$ cat src/rtl/regfile_ctx_pkg.sv
// Shared types and constants for the register-file context save/restore sequencer.
package regfile_ctx_pkg;

    localparam int RF_FIRST   = 1;
    localparam int RF_LAST    = 31;
    localparam int WORD_BYTES = 4;
    localparam int IDX_W      = 5;

    typedef enum logic [2:0] {
        ST_IDLE,
        ST_SAVE_RD,
        ST_SAVE_MEM,
        ST_REST_MEM,
        ST_REST_WR
    } state_t;

endpackage

$ cat src/rtl/regfile_ctx_seq.sv
// Context save/restore sequencer: walks registers FIRST_REG..LAST_REG, copying
// each to a contiguous save area in memory or reloading it from there.
//
// state    | meaning
// ---------+--------------------------------------------------------------
// IDLE     | waiting for save_start / restore_start
// SAVE_RD  | reading register idx from the register file
// SAVE_MEM | writing captured register value to memory, waiting for ack
// REST_MEM | reading save-area word from memory, waiting for ack
// REST_WR  | writing the fetched word into register idx
module regfile_ctx_seq
    import regfile_ctx_pkg::*;
#(
    parameter int FIRST_REG = RF_FIRST,
    parameter int LAST_REG  = RF_LAST
) (
    input  logic             clk,
    input  logic             rst,
    input  logic             save_start,
    input  logic             restore_start,
    input  logic [31:0]      base_addr,
    output logic             busy,
    output logic             done,
    output logic [IDX_W-1:0] rf_rd_reg,
    input  logic [31:0]      rf_rd_data,
    output logic             rf_wr_en,
    output logic [IDX_W-1:0] rf_wr_reg,
    output logic [31:0]      rf_wr_data,
    output logic             mem_req,
    output logic             mem_we,
    output logic [31:0]      mem_addr,
    output logic [31:0]      mem_wdata,
    input  logic             mem_ack,
    input  logic [31:0]      mem_rdata
);

    state_t           state, state_nxt;
    logic [IDX_W-1:0] idx;
    logic [31:0]      addr_base;
    logic [31:0]      wdata_q;
    logic [31:0]      rdata_q;
    logic             done_q;
    logic             last;
    logic             start_any;
    logic             step;
    logic             finish;
    logic [31:0]      offset;

    assign last      = (idx == IDX_W'(LAST_REG));
    assign start_any = (state == ST_IDLE) && (save_start || restore_start);
    // Advance to the next register, or finish, after the last action on idx.
    assign step      = ((state == ST_SAVE_MEM) && mem_ack) || (state == ST_REST_WR);
    assign finish    = step && last;

    // Byte offset into the save area; wraps modulo 2^32 with the base.
    assign offset    = (32'(idx) - 32'(FIRST_REG)) * 32'(WORD_BYTES);

    // Next-state logic; mem_ack only matters in the two memory states.
    always_comb begin
        state_nxt = state;
        case (state)
            ST_IDLE: begin
                if (save_start)
                    state_nxt = ST_SAVE_RD;
                else if (restore_start)
                    state_nxt = ST_REST_MEM;
            end
            ST_SAVE_RD:  state_nxt = ST_SAVE_MEM;
            ST_SAVE_MEM: if (mem_ack) state_nxt = last ? ST_IDLE : ST_SAVE_RD;
            ST_REST_MEM: if (mem_ack) state_nxt = ST_REST_WR;
            ST_REST_WR:  state_nxt = last ? ST_IDLE : ST_REST_MEM;
            default:     state_nxt = ST_IDLE;
        endcase
    end

    // State register.
    always_ff @(posedge clk or posedge rst) begin
        if (rst)
            state <= ST_IDLE;
        else
            state <= state_nxt;
    end

    // Register index, captured save-area base and completion pulse.
    always_ff @(posedge clk or posedge rst) begin
        if (rst) begin
            idx       <= '0;
            addr_base <= '0;
            done_q    <= 1'b0;
        end else begin
            done_q <= finish;
            if (start_any) begin
                idx       <= IDX_W'(FIRST_REG);
                addr_base <= {base_addr[31:2], 2'b00};
            end else if (step && !last) begin
                idx <= idx + 1'b1;
            end
        end
    end

    // Data capture: register value for a save, memory word for a restore.
    always_ff @(posedge clk or posedge rst) begin
        if (rst) begin
            wdata_q <= '0;
            rdata_q <= '0;
        end else begin
            if (state == ST_SAVE_RD)
                wdata_q <= rf_rd_data;
            if ((state == ST_REST_MEM) && mem_ack)
                rdata_q <= mem_rdata;
        end
    end

    assign busy       = (state != ST_IDLE);
    assign done       = done_q;
    assign mem_req    = (state == ST_SAVE_MEM) || (state == ST_REST_MEM);
    assign mem_we     = (state == ST_SAVE_MEM);
    assign mem_addr   = (state == ST_IDLE) ? 32'h0 : (addr_base + offset);
    assign mem_wdata  = wdata_q;
    assign rf_rd_reg  = idx;
    assign rf_wr_en   = (state == ST_REST_WR);
    assign rf_wr_reg  = idx;
    assign rf_wr_data = rdata_q;

endmodule

$ cat config.mk
export PLATFORM = sky130hd
export DESIGN_NAME = regfile_ctx_seq
export DESIGN_NICKNAME = d
export VERILOG_FILES = /design/src/rtl/regfile_ctx_pkg.sv /design/src/rtl/regfile_ctx_seq.sv
export SDC_FILE = /design/constraint.sdc
export NUM_CORES = 1
export LEC_CHECK = 0
export CORE_MARGIN = 2
export CORE_UTILIZATION = 25
export CTS_CLUSTER_SIZE = 14
export DETAILED_ROUTE_END_ITERATION = 8
export PLACE_DENSITY = 0.49
export SKIP_LAST_GASP = 1
export SLEW_MARGIN = 25
export SYNTH_ARGS = -nofsm -noshare
export SYNTH_HDL_FRONTEND = slang
export SYNTH_SLANG_ARGS = --single-unit
$ cat constraint.sdc
create_clock -name clk -period 15.6 [get_ports clk]
set_clock_uncertainty 0.2 [all_clocks]
set_input_delay 3.12 -clock clk [delete_from_list [all_inputs] [get_ports clk]]
set_output_delay 3.12 -clock clk [all_outputs]
set_load 0.02 [all_outputs]
==> parameters.txt, run 1 <==
Parameter                              Value

Power
  Power per cell area ... 286.0 nW/um^2
  Overall power consumption ... 2.461 mW
  Worst-case vdd ir drop ... 0.1378 mV
  Static power due to leakage ... 3.599 nW

Timing
  Total count of max-transition violations in the final report ... 0
  FMAX ... 125.3 MHz
  Final worst path period share ... 0.5116
  Hold violation total from the final report ... 0
  Worst Setup Slack, final ... 7620 ps
  Slew of the pin with the lowest slew margin ... 808.5 ps
  Setup TNS ... 0 ps
  Slew headroom ... 0.4610
  Min cycle time layout ... 7980 ps
  RSZ-0062 raised after global routing ... no
  Final setup violation count ... 0

Cells and area
  NumNets Final ... 875
  Share of the core filled with cells ... 0.3677
  Count of filler cells inserted in the layout ... 2386
  Most common cell after layout, fill and taps aside ... sky130_fd_sc_hd__clkdlybuf4s50_1
  Share of cells above drive strength 1 ... 0.1785
  Design Area, Final ... 8605 sq um
  Layout overhead on the synthesized area ... 45.15%
  Commonest non-fill, non-tap cells in the layout ... sky130_fd_sc_hd__clkdlybuf4s50_1, sky130_fd_sc_hd__dfrtp_1, sky130_fd_sc_hd__mux2_2, sky130_fd_sc_hd__nand2_1, sky130_fd_sc_hd__nor2_1

CTS
  Clock tree sinks ... 103
  Resized Gates After CTS ... 0
  Post-CTS repair timing setup buffer count ... 0
  Clock tree from TritonCTS ... done
  Cts bufs inserted ... 9
  Clock buffer depth ... 2
  H-tree Lvls ... 3
  Insertion delay of the later-clocked pin in the worst-skew pair ... 360 ps
  Clock Root Buffer ... sky130_fd_sc_hd__clkbuf_16
  Hold_buf cts ... 0
  Clock edge transition at the registers on the reported setup and hold paths ... 80 ps

Critical path
  CP cell instances ... or3_1 -> nor3_2 -> buf_4 -> ha_1 -> a211oi_1 -> nor2_1 -> o31ai_1 -> a2111oi_0 -> o21ai_0 -> nor3b_1 -> clkdlybuf4s50_1
  Buffering stage count on the worst path with inverters included ... 2
  Family with the most delay on the worst path ... compound AO/OA/AOI/OAI gates
  Peak fanout along the critical path ... 25
  Data required time at the worst endpoint ... 12280 ps
  Worst Path Arrival ... 4660 ps
  Startpoint-to-endpoint class of the critical path ... reg2out
  Critical Path End Type ... primary output
  Master of the slowest instance on the critical path ... sky130_fd_sc_hd__clkdlybuf4s50_1
  Delay of the slowest cell on the worst path ... 690 ps
  Startpoint type of the worst setup path ... register

Place
  Placed cell area ... 8285 sq um
  Pre-CTS WS ... 8042 ps
  Dpl hpwl ... 12950 microns
  Port Buf Inserts ... 207
  Final GP Congestion ... 0.8659

GRT
  Maximum number of pins on one net before global-route repair ... 61
  Initial antenna violation count ... 2
  Via count of the first global-routing pass ... 5109
  Aggregate global-route resource usage ... 0.1424
  Remaining Overflow, GRT ... 0
  First-pass GRT wire length ... 27590 microns

Routing
  Number of search-and-repair iterations in the first detailed-routing pass ... 4
  Via count ... 4869
  Number of design-rule violations left by the first detailed-router iteration ... 243
  Average wire per cell in the routed design ... 16.05 microns
  DRC errors left ... 0
  Remaining antenna violation count after routing ... 0
  Via-per-instance ratio ... 4.572
  Final wirelength ... 17090 microns

Yosys
  Main synth FF type ... sky130_fd_sc_hd__dfrtp_1
  Sequential-to-total area share from yosys stat ... 0.4348
  Post-synth ARST share ... 1.000
  Number of synthesized flops with an enable pin ... 0
  Average cell area after synthesis ... 10.88 sq um
  Netlist Area Pre-Place ... 5928 sq um
  Gate count of the mapped netlist ... 545
  Number of synthesized register bits ... 103
  Unique masters post-synth ... 61
  Warnings from Yosys ... 0

Floorplanning
  Starting density of the core ... 0.2533
  Ports ... 212
  Site Rows ... 56
  Horiz. Die Dim ... 158.0 microns
  Die Y-Extent ... 158.0 microns
  Die area ... 24960 sq um
  Area of the core ... 23400 sq um

Job
  Max-cap violations ... 0

Outcome
  Status ... finished, final reports clean

Worst hold path
  Class of the worst hold path ... reg2reg
[worst paths after layout]
check,startpoint,end,slack (ps),cells after the start
min in group asynchronous,rst,mem_wdata[27],2950,2
max reg2reg,state[0],addr_base[12],13130,6
max in group asynchronous,rst,addr_base[11],11010,3
min,mem_wdata[23],mem_wdata[23],310,1
min reg2reg,mem_wdata[23],mem_wdata[23],310,1
max,rf_rd_reg[1],mem_addr[26],7620,11
[layout make-up]
class	count	area [sq um]	area share
inverters	18	70.07	0.008143
well taps	319	399.1	0.04639
diodes	1	2.502	0.0002908
clock inverters	7	91.34	0.01062
repair buffers	213	2117	0.2460
flip-flops and latches	103	2577	0.2995
clock buffers	9	225.2	0.02617
multi-input cells	395	3122	0.3628
[report_power, final]
part	switching, mW	total, mW	leakage (nW)	internal [mW]
sequential	0.0835	0.484	1.23	0.400
combinational	0.931	1.73	2.22	0.804
clock	0.125	0.243	0.154	0.117
[kinds of logic (layout without fill, tap and decap cells)]
family	Yosys count	count (layout)	synth area share
buf+inv	48	247	0.04137
other cells	1	3	0.0006326
simple gates	130	130	0.1072
mux	98	98	0.1851
compound gates	110	110	0.1268
fa+ha+maj	34	34	0.07303
xor+xnor	21	21	0.03103
flops	103	103	0.4348
[Yosys cell counts, types with 2 or more instances]
library cell,n,share of area
sky130_fd_sc_hd__a2111oi_0,2,0.0030
sky130_fd_sc_hd__a211o_1,4,0.0059
sky130_fd_sc_hd__a211o_2,2,0.0034
sky130_fd_sc_hd__a211oi_1,6,0.0076
sky130_fd_sc_hd__a21boi_0,3,0.0038
sky130_fd_sc_hd__a21o_1,11,0.014
sky130_fd_sc_hd__a21oi_1,30,0.025
sky130_fd_sc_hd__a221oi_1,2,0.0030
sky130_fd_sc_hd__a22o_1,2,0.0030
sky130_fd_sc_hd__and2_1,2,0.0021
sky130_fd_sc_hd__and3_1,2,0.0021
sky130_fd_sc_hd__and3_2,2,0.0025
sky130_fd_sc_hd__buf_2,9,0.0076
sky130_fd_sc_hd__buf_4,14,0.018
sky130_fd_sc_hd__clkbuf_1,6,0.0038
sky130_fd_sc_hd__dfrtp_1,103,0.43
sky130_fd_sc_hd__ha_1,33,0.070
sky130_fd_sc_hd__inv_1,17,0.011
sky130_fd_sc_hd__mux2_2,93,0.18
sky130_fd_sc_hd__mux2i_1,5,0.0084
sky130_fd_sc_hd__nand2_1,37,0.023
sky130_fd_sc_hd__nand2b_1,5,0.0053
sky130_fd_sc_hd__nand3_1,5,0.0042
sky130_fd_sc_hd__nand4_1,9,0.0095
sky130_fd_sc_hd__nor2_1,36,0.023
sky130_fd_sc_hd__nor2b_1,2,0.0021
sky130_fd_sc_hd__nor3_1,11,0.0093
sky130_fd_sc_hd__nor3b_1,4,0.0051
sky130_fd_sc_hd__o211ai_1,4,0.0051
sky130_fd_sc_hd__o21a_1,5,0.0063
sky130_fd_sc_hd__o21ai_0,23,0.019
sky130_fd_sc_hd__o22ai_1,2,0.0021
sky130_fd_sc_hd__or2_2,3,0.0032
sky130_fd_sc_hd__or3_1,5,0.0053
sky130_fd_sc_hd__xnor2_1,8,0.012
sky130_fd_sc_hd__xor2_1,13,0.019
[metrics by stage]
step / std cells / hold WS, ps
final: 1065 / 309.2
after global routing: 1064 / 326.9
after CTS: 1064 / 312.7
after detailed placement: 1048 / 292.4
after global placement: 1048 / 289.4
after floorplan: 546 / 284.9
[per-layer routing]
layer,global-route usage,share of wire
met5,0,0
met4,0.03089,0.0083
met3,0.07446,0.13
met2,0.2228,0.44
met1,0.1748,0.42
Note: power is estimated with default switching activity, not from simulation.
==> run 2, diff against run 1 <==
- clock period: 15.6 -> 8.4 ns (I/O delays scaled with it)
==> run 2 against run 1 <==
Setup slack worse by 5900 ps. Sequential share of layout area is 0.057 points higher. Design area down 0.19%. Core utilization down 0.070 points.
==> parameters.txt, run 2 (same netlist as run 1, synthesis figures left out) <==
Parameter                              Value

CTS
  Clock Root Buffer ... sky130_fd_sc_hd__clkbuf_16 (unchanged)
  Clock tree sinks ... 103 (unchanged)
  Resized Gates After CTS ... 0 (unchanged)
  Insertion delay of the later-clocked pin in the worst-skew pair ... 350 ps (was 360 ps)
  Clock edge transition at the registers on the reported setup and hold paths ... 80 ps (about the same)
  Hold_buf cts ... 0 (unchanged)
  Post-CTS repair timing setup buffer count ... 0 (unchanged)
  Clock buffer depth ... 2 (unchanged)
  H-tree Lvls ... 3 (unchanged)
  Cts bufs inserted ... 9 (unchanged)
  Clock tree from TritonCTS ... done (unchanged)

Cells and area
  Layout overhead on the synthesized area ... 44.87% (was 45.15%)
  Post-route insts no fill ... 1066 (was 1065)
  Combined area of the multi-input logic cells ... 3128 sq um (was 3122 sq um)
  NumNets Final ... 875 (unchanged)
  Design Area, Final ... 8588 sq um (was 8605 sq um)
  Commonest non-fill, non-tap cells in the layout ... sky130_fd_sc_hd__clkdlybuf4s50_1, sky130_fd_sc_hd__dfrtp_1, sky130_fd_sc_hd__mux2_2, sky130_fd_sc_hd__nand2_1, sky130_fd_sc_hd__nor2_1 (unchanged)
  Sequential Area ... 2577 sq um (unchanged)
  Share of the core filled with cells ... 0.3670 (was 0.3677)
  Most common cell after layout, fill and taps aside ... sky130_fd_sc_hd__clkdlybuf4s50_1 (unchanged)
  Share of cells above drive strength 1 ... 0.1772 (was 0.1785)
  Count of filler cells inserted in the layout ... 2381 (was 2386)

Routing
  Average wire per cell in the routed design ... 16.31 microns (was 16.05 microns)
  Final wirelength ... 17390 microns (was 17090 microns)
  Number of design-rule violations left by the first detailed-router iteration ... 211 (was 243)
  Via count ... 4880 (was 4869)
  DRC errors left ... 0 (unchanged)
  Via-per-instance ratio ... 4.578 (was 4.572)
  Number of search-and-repair iterations in the first detailed-routing pass ... 4 (unchanged)
  Remaining antenna violation count after routing ... 0 (unchanged)

Job
  Max-cap violations ... 0 (unchanged)

GRT
  Via count of the first global-routing pass ... 5224 (was 5109)
  Maximum number of pins on one net before global-route repair ... 61 (unchanged)
  Remaining Overflow, GRT ... 0 (unchanged)
  First-pass GRT wire length ... 27840 microns (was 27590 microns)
  Initial antenna violation count ... 2 (unchanged)
  Aggregate global-route resource usage ... 0.1426 (was 0.1424)

Critical path
  Family with the most delay on the worst path ... simple AND/OR/NAND/NOR gates (was compound AO/OA/AOI/OAI gates)
  Delay of the slowest cell on the worst path ... 690 ps (about the same)
  Startpoint type of the worst setup path ... register (unchanged)
  Setup slack of the worst register-to-register path ... 5940 ps (was 13130 ps)
  Critical Path End Type ... primary output (unchanged)
  Data required time at the worst endpoint ... 6520 ps (was 12280 ps)
  Critical register-to-register path startpoint ... state[0] (unchanged)
  Buffering stage count on the worst path with inverters included ... 1 (was 2)
  Worst setup path start ... rf_rd_reg[2] (was rf_rd_reg[1])
  Critical register-to-register path endpoint ... addr_base[16] (was addr_base[12])
  Peak fanout along the critical path ... 13 (was 25)
  Master of the slowest instance on the critical path ... sky130_fd_sc_hd__clkdlybuf4s50_1 (unchanged)
  Logic depth of the worst register-to-register path ... 6 (unchanged)
  Startpoint-to-endpoint class of the critical path ... reg2out (unchanged)
  Worst Path Arrival ... 4840 ps (was 4660 ps)
  CP cell instances ... or3_1 -> nor3_4 -> ha_1 -> a21oi_1 -> nand2_1 -> o31ai_1 -> a2111oi_0 -> o21ai_0 -> nor3b_1 -> clkdlybuf4s50_1 (was or3_1 -> nor3_2 -> buf_4 -> ha_1 -> a211oi_1 -> nor2_1 -> o31ai_1 -> a2111oi_0 -> o21ai_0 -> nor3b_1 -> clkdlybuf4s50_1)

Place
  Port Buf Inserts ... 207 (unchanged)
  Dpl hpwl ... 13100 microns (was 12950 microns)
  Placed cell area ... 8285 sq um (unchanged)
  Cell total after placement ... 1048 (unchanged)
  Final GP Congestion ... 0.8829 (was 0.8659)

Floorplanning
  Die area ... 24960 sq um (unchanged)
  Die Y-Extent ... 158.0 microns (unchanged)
  Area of the core ... 23400 sq um (unchanged)
  Starting density of the core ... 0.2533 (unchanged)
  Site Rows ... 56 (unchanged)
  Horiz. Die Dim ... 158.0 microns (unchanged)
  Ports ... 212 (unchanged)

Timing
  RSZ-0062 raised after global routing ... no (unchanged)
  Total count of max-transition violations in the final report ... 0 (unchanged)
  Slew of the pin with the lowest slew margin ... 803.1 ps (was 808.5 ps)
  FMAX ... 148.9 MHz
  Final setup violation count ... 0 (unchanged)
  Final worst path period share ... 0.7997
  Hold violation total from the final report ... 0 (unchanged)
  Setup TNS ... 0 ps (unchanged)
  Min cycle time layout ... 6718 ps
  Slew headroom ... 0.4646 (was 0.4610)

Outcome
  Status ... finished, final reports clean (unchanged)

Worst hold path
  Hold path cells ... 1 (unchanged)
  Class of the worst hold path ... reg2reg (unchanged)
  Worst min-delay path endpoint ... rf_wr_data[4] (was mem_wdata[23])
  Worst hold start ... rf_wr_data[4] (was mem_wdata[23])

Power
  Power per cell area ... 530.5 nW/um^2 (was 286.0 nW/um^2)
  Static power due to leakage ... 3.584 nW (was 3.599 nW)
  Overall power consumption ... 4.556 mW (was 2.461 mW)
  Worst-case vdd ir drop ... 0.1800 mV (was 0.1378 mV)
[run 2: cell types whose count changed in the layout (fill, tap and decap cells not counted), sizes merged]
cell	previous run	this run
clkbuf	9	10
clkinv	3	2
diode	1	2
[run 2: cell type report]
type                       instances  share of cell area
multi-input combinational        395              0.3642
sequential                       103              0.3001
timing repair buffer             213              0.2465
tap                              319             0.04647
clock buffer                      10             0.02666
inverter                          18            0.008159
clock inverter                     6            0.007284
antenna                            2           0.0005828
[run 2: per-layer routing]
| layer | global-route usage | share of wire | up-vias |
|---|---|---|---|
| met3 | 0.08295 | 0.13 | 5 |
| met2 | 0.2240 | 0.45 | 172 |
| li1 | - | - | 2349 |
| met4 | 0.01973 | 0.0057 | 0 |
| met5 | 0 | 0 | - |
| met1 | 0.1733 | 0.42 | 2354 |
[run 2: worst max path at each step]
stage,to,slack (ps),depth (start not counted)
detailed placement,mem_addr[31],1760,11
global placement,mem_addr[31],1770,11
finish,mem_addr[26],1680,10
floorplan,mem_addr[26],1890,10
CTS,mem_addr[31],1340,11
global route,mem_addr[31],1260,11
[run 2: report_power, final]
part | switching [mW] | internal (mW)
Clock | 0.219 | 0.211
Sequential | 0.158 | 0.743
Combinational | 1.73 | 1.49
Total | 2.11 | 2.45
[run 2: stage by stage]
stage / hold WS [ps] / worst slack [ps]
after floorplan: 284.9 / 1892
after global placement: 289.5 / 1769
after detailed placement: 293.6 / 1759
after CTS: 313.2 / 1337
after global routing: 324.1 / 1263
final: 308.7 / 1682
==> run 3, diff against run 2 <==
- PLACE_DENSITY: 0.49 -> 0.51
- clock period: 8.4 -> 5.9 ns (I/O delays scaled with it)
==> run 3 against run 2 <==
Sequential power is 43% higher. Hold slack worse by 2.4 ps. Critical path depth is 1 higher. Non-clock buffer count is 3 higher. Critical endpoint is now mem_addr[27].
==> parameters.txt, run 3 (same netlist as run 1, synthesis figures left out) <==
Parameter                              Value

Outcome
  Status ... finished, final reports clean (unchanged)

CTS
  Resized Gates After CTS ... 0 (unchanged)
  Hold_buf cts ... 0 (unchanged)
  Post-CTS repair timing setup buffer count ... 0 (unchanged)
  Clock Root Buffer ... sky130_fd_sc_hd__clkbuf_16 (unchanged)
  Clock tree sinks ... 103 (unchanged)
  Insertion delay of the later-clocked pin in the worst-skew pair ... 360 ps (was 350 ps)
  Clock tree from TritonCTS ... done (unchanged)
  Cts bufs inserted ... 9 (unchanged)
  Clock buffer depth ... 2 (unchanged)
  Clock edge transition at the registers on the reported setup and hold paths ... 80 ps (about the same)
  H-tree Lvls ... 3 (unchanged)

Critical path
  Crit path top cell by count ... sky130_fd_sc_hd__or3_1
  Worst Path Arrival ... 4360 ps (was 4840 ps)
  Critical register-to-register path startpoint ... state[0] (unchanged)
  CP cell instances ... or3_1 -> nor3_2 -> buf_12 -> ha_1 -> a21oi_1 -> o21ai_0 -> or3_1 -> a211o_1 -> nand3_1 -> nor3b_1 -> clkdlybuf4s50_1 (was or3_1 -> nor3_4 -> ha_1 -> a21oi_1 -> nand2_1 -> o31ai_1 -> a2111oi_0 -> o21ai_0 -> nor3b_1 -> clkdlybuf4s50_1)
  Critical Path End Type ... primary output (unchanged)
  Setup slack of the worst register-to-register path ... 2970 ps (was 5940 ps)
  Logic depth of the worst register-to-register path ... 6 (unchanged)
  Startpoint-to-endpoint class of the critical path ... reg2out (unchanged)
  Master of the slowest instance on the critical path ... sky130_fd_sc_hd__clkdlybuf4s50_1 (unchanged)
  Data required time at the worst endpoint ... 4520 ps (was 6520 ps)
  Startpoint type of the worst setup path ... register (unchanged)
  Delay of the slowest cell on the worst path ... 680 ps (was 690 ps)
  Peak fanout along the critical path ... 25 (was 13)
  Critical register-to-register path endpoint ... addr_base[24] (was addr_base[16])

Timing
  Worst Setup Slack, final ... 161.0 ps (was 1682 ps)
  Hold violation total from the final report ... 0 (unchanged)
  Total count of max-transition violations in the final report ... 0 (unchanged)
  Final worst path period share ... 0.9727
  Min cycle time layout ... 5739 ps
  FMAX ... 174.2 MHz
  Slew headroom ... 0.5291 (was 0.4646)
  RSZ-0062 raised after global routing ... yes (was no)
  Setup TNS ... 0 ps (unchanged)
  Final setup violation count ... 0 (unchanged)
  Slew of the pin with the lowest slew margin ... 706.4 ps (was 803.1 ps)

Routing
  Final wirelength ... 17320 microns (was 17390 microns)
  Via count ... 4847 (was 4880)
  Average wire per cell in the routed design ... 16.25 microns (was 16.31 microns)
  DRC errors left ... 0 (unchanged)
  Remaining antenna violation count after routing ... 0 (unchanged)
  Number of design-rule violations left by the first detailed-router iteration ... 158 (was 211)
  Via-per-instance ratio ... 4.547 (was 4.578)
  Number of search-and-repair iterations in the first detailed-routing pass ... 4 (unchanged)

Cells and area
  Commonest non-fill, non-tap cells in the layout ... sky130_fd_sc_hd__clkdlybuf4s50_1, sky130_fd_sc_hd__dfrtp_1, sky130_fd_sc_hd__mux2_2, sky130_fd_sc_hd__nand2_1, sky130_fd_sc_hd__nor2_1 (unchanged)
  Post-route insts no fill ... 1066 (unchanged)
  NumNets Final ... 878 (was 875)
  Count of filler cells inserted in the layout ... 2391 (was 2381)
  Share of cells above drive strength 1 ... 0.1874 (was 0.1772)
  Ant. Diodes ... 0 (was 2)
  Most common cell after layout, fill and taps aside ... sky130_fd_sc_hd__clkdlybuf4s50_1 (unchanged)
  Layout overhead on the synthesized area ... 45.86% (was 44.87%)

Floorplanning
  Area of the core ... 23400 sq um (unchanged)
  Site Rows ... 56 (unchanged)
  Starting density of the core ... 0.2533 (unchanged)
  Die area ... 24960 sq um (unchanged)
  Die Y-Extent ... 158.0 microns (unchanged)
  Ports ... 212 (unchanged)
  Horiz. Die Dim ... 158.0 microns (unchanged)

Place
  Dpl hpwl ... 12880 microns (was 13100 microns)
  Port Buf Inserts ... 207 (unchanged)
  Cell total after placement ... 1051 (was 1048)
  Pre-CTS WS ... 438.5 ps (was 1759 ps)
  Final GP Congestion ... 0.8239 (was 0.8829)

GRT
  First-pass GRT wire length ... 27190 microns (was 27840 microns)
  Maximum number of pins on one net before global-route repair ... 77 (was 61)
  Aggregate global-route resource usage ... 0.1416 (was 0.1426)
  Via count of the first global-routing pass ... 5126 (was 5224)
  Remaining Overflow, GRT ... 0 (unchanged)
  Initial antenna violation count ... 0 (was 2)

Worst hold path
  Worst hold start ... rf_wr_data[20] (was rf_wr_data[4])
  Class of the worst hold path ... reg2reg (unchanged)
  Hold path cells ... 1 (unchanged)
  Worst min-delay path endpoint ... rf_wr_data[20] (was rf_wr_data[4])

Power
  Static power due to leakage ... 3.624 nW (was 3.584 nW)
  Worst-case vdd ir drop ... 0.3106 mV (was 0.1800 mV)
  Power per cell area ... 756.4 nW/um^2 (was 530.5 nW/um^2)

Job
  Max-cap violations ... 0 (unchanged)
## run 3: changes by cell type in the layout (fill, tap and decap cells not counted), moves of 2 or more
cell,previous run,this run
sky130_fd_sc_hd__inv_6,3,5
sky130_fd_sc_hd__a2111oi_2,0,2
sky130_fd_sc_hd__buf_4,6,8
sky130_fd_sc_hd__diode_2,2,0
## run 3: how the worst max path moves through the flow
| stage | start | to | cells past startpoint | slack (ps) |
|---|---|---|---|---|
| finish | rf_rd_reg[2] | mem_addr[27] | 11 | 160 |
| global route | rf_rd_reg[2] | mem_addr[31] | 11 | -40 |
| CTS | rf_rd_reg[1] | mem_addr[31] | 11 | 20 |
| detailed placement | rf_rd_reg[2] | mem_addr[31] | 11 | 440 |
| global placement | rf_rd_reg[1] | mem_addr[31] | 11 | 450 |
| floorplan | rf_rd_reg[2] | mem_addr[26] | 10 | 580 |
## run 3: power by group
| part | internal (mW) | switching [mW] |
|---|---|---|
| clock network | 0.298 | 0.316 |
| registers | 1.06 | 0.231 |
| logic | 2.16 | 2.48 |
## run 3: critical path: cells and delay by family, from the launching register on
| kind | cells | cell delay (ps) |
|---|---|---|
| and+or+nand+nor | 5 | 1410 |
| buffers and inverters | 2 | 890 |
| AOI/OAI and AO/OA | 3 | 820 |
| DFF | 1 | 530 |
| adders and majority gates | 1 | 330 |
## run 3: through the flow
| stage | hold slack, ps | instance area [sq um] | total power, mW | util |
|---|---|---|---|---|
| final | 306.3 | 8647 | 6.541 | 0.3695 |
| after global routing | 318.5 | 8647 | 7.066 | 0.3695 |
| after CTS | 311.1 | 8615 | 6.596 | 0.3681 |
| after detailed placement | 292.6 | 8327 | 5.933 | 0.3558 |
| after global placement | 286.8 | 8327 | 5.944 | 0.3558 |
| after floorplan | 284.9 | 5937 | 4.145 | - |
## run 3: layout make-up
class	count	area [sq um]	area share
Sequential cell	103	2577	0.2981
Timing Repair Buffer	216	2155	0.2492
Multi-Input combinational cell	395	3156	0.3649
Clock buffer	9	225.2	0.02605
Inverter	18	72.57	0.008392
Clock inverter	6	62.56	0.007235
Tap cell	319	399.1	0.04616
## run 3: metal layers
layer | part of all wire | global-route usage
met1 | 0.44 | 0.1696
met2 | 0.46 | 0.2348
met3 | 0.096 | 0.06241
met4 | 0.0081 | 0.03132
met5 | 0 | 0
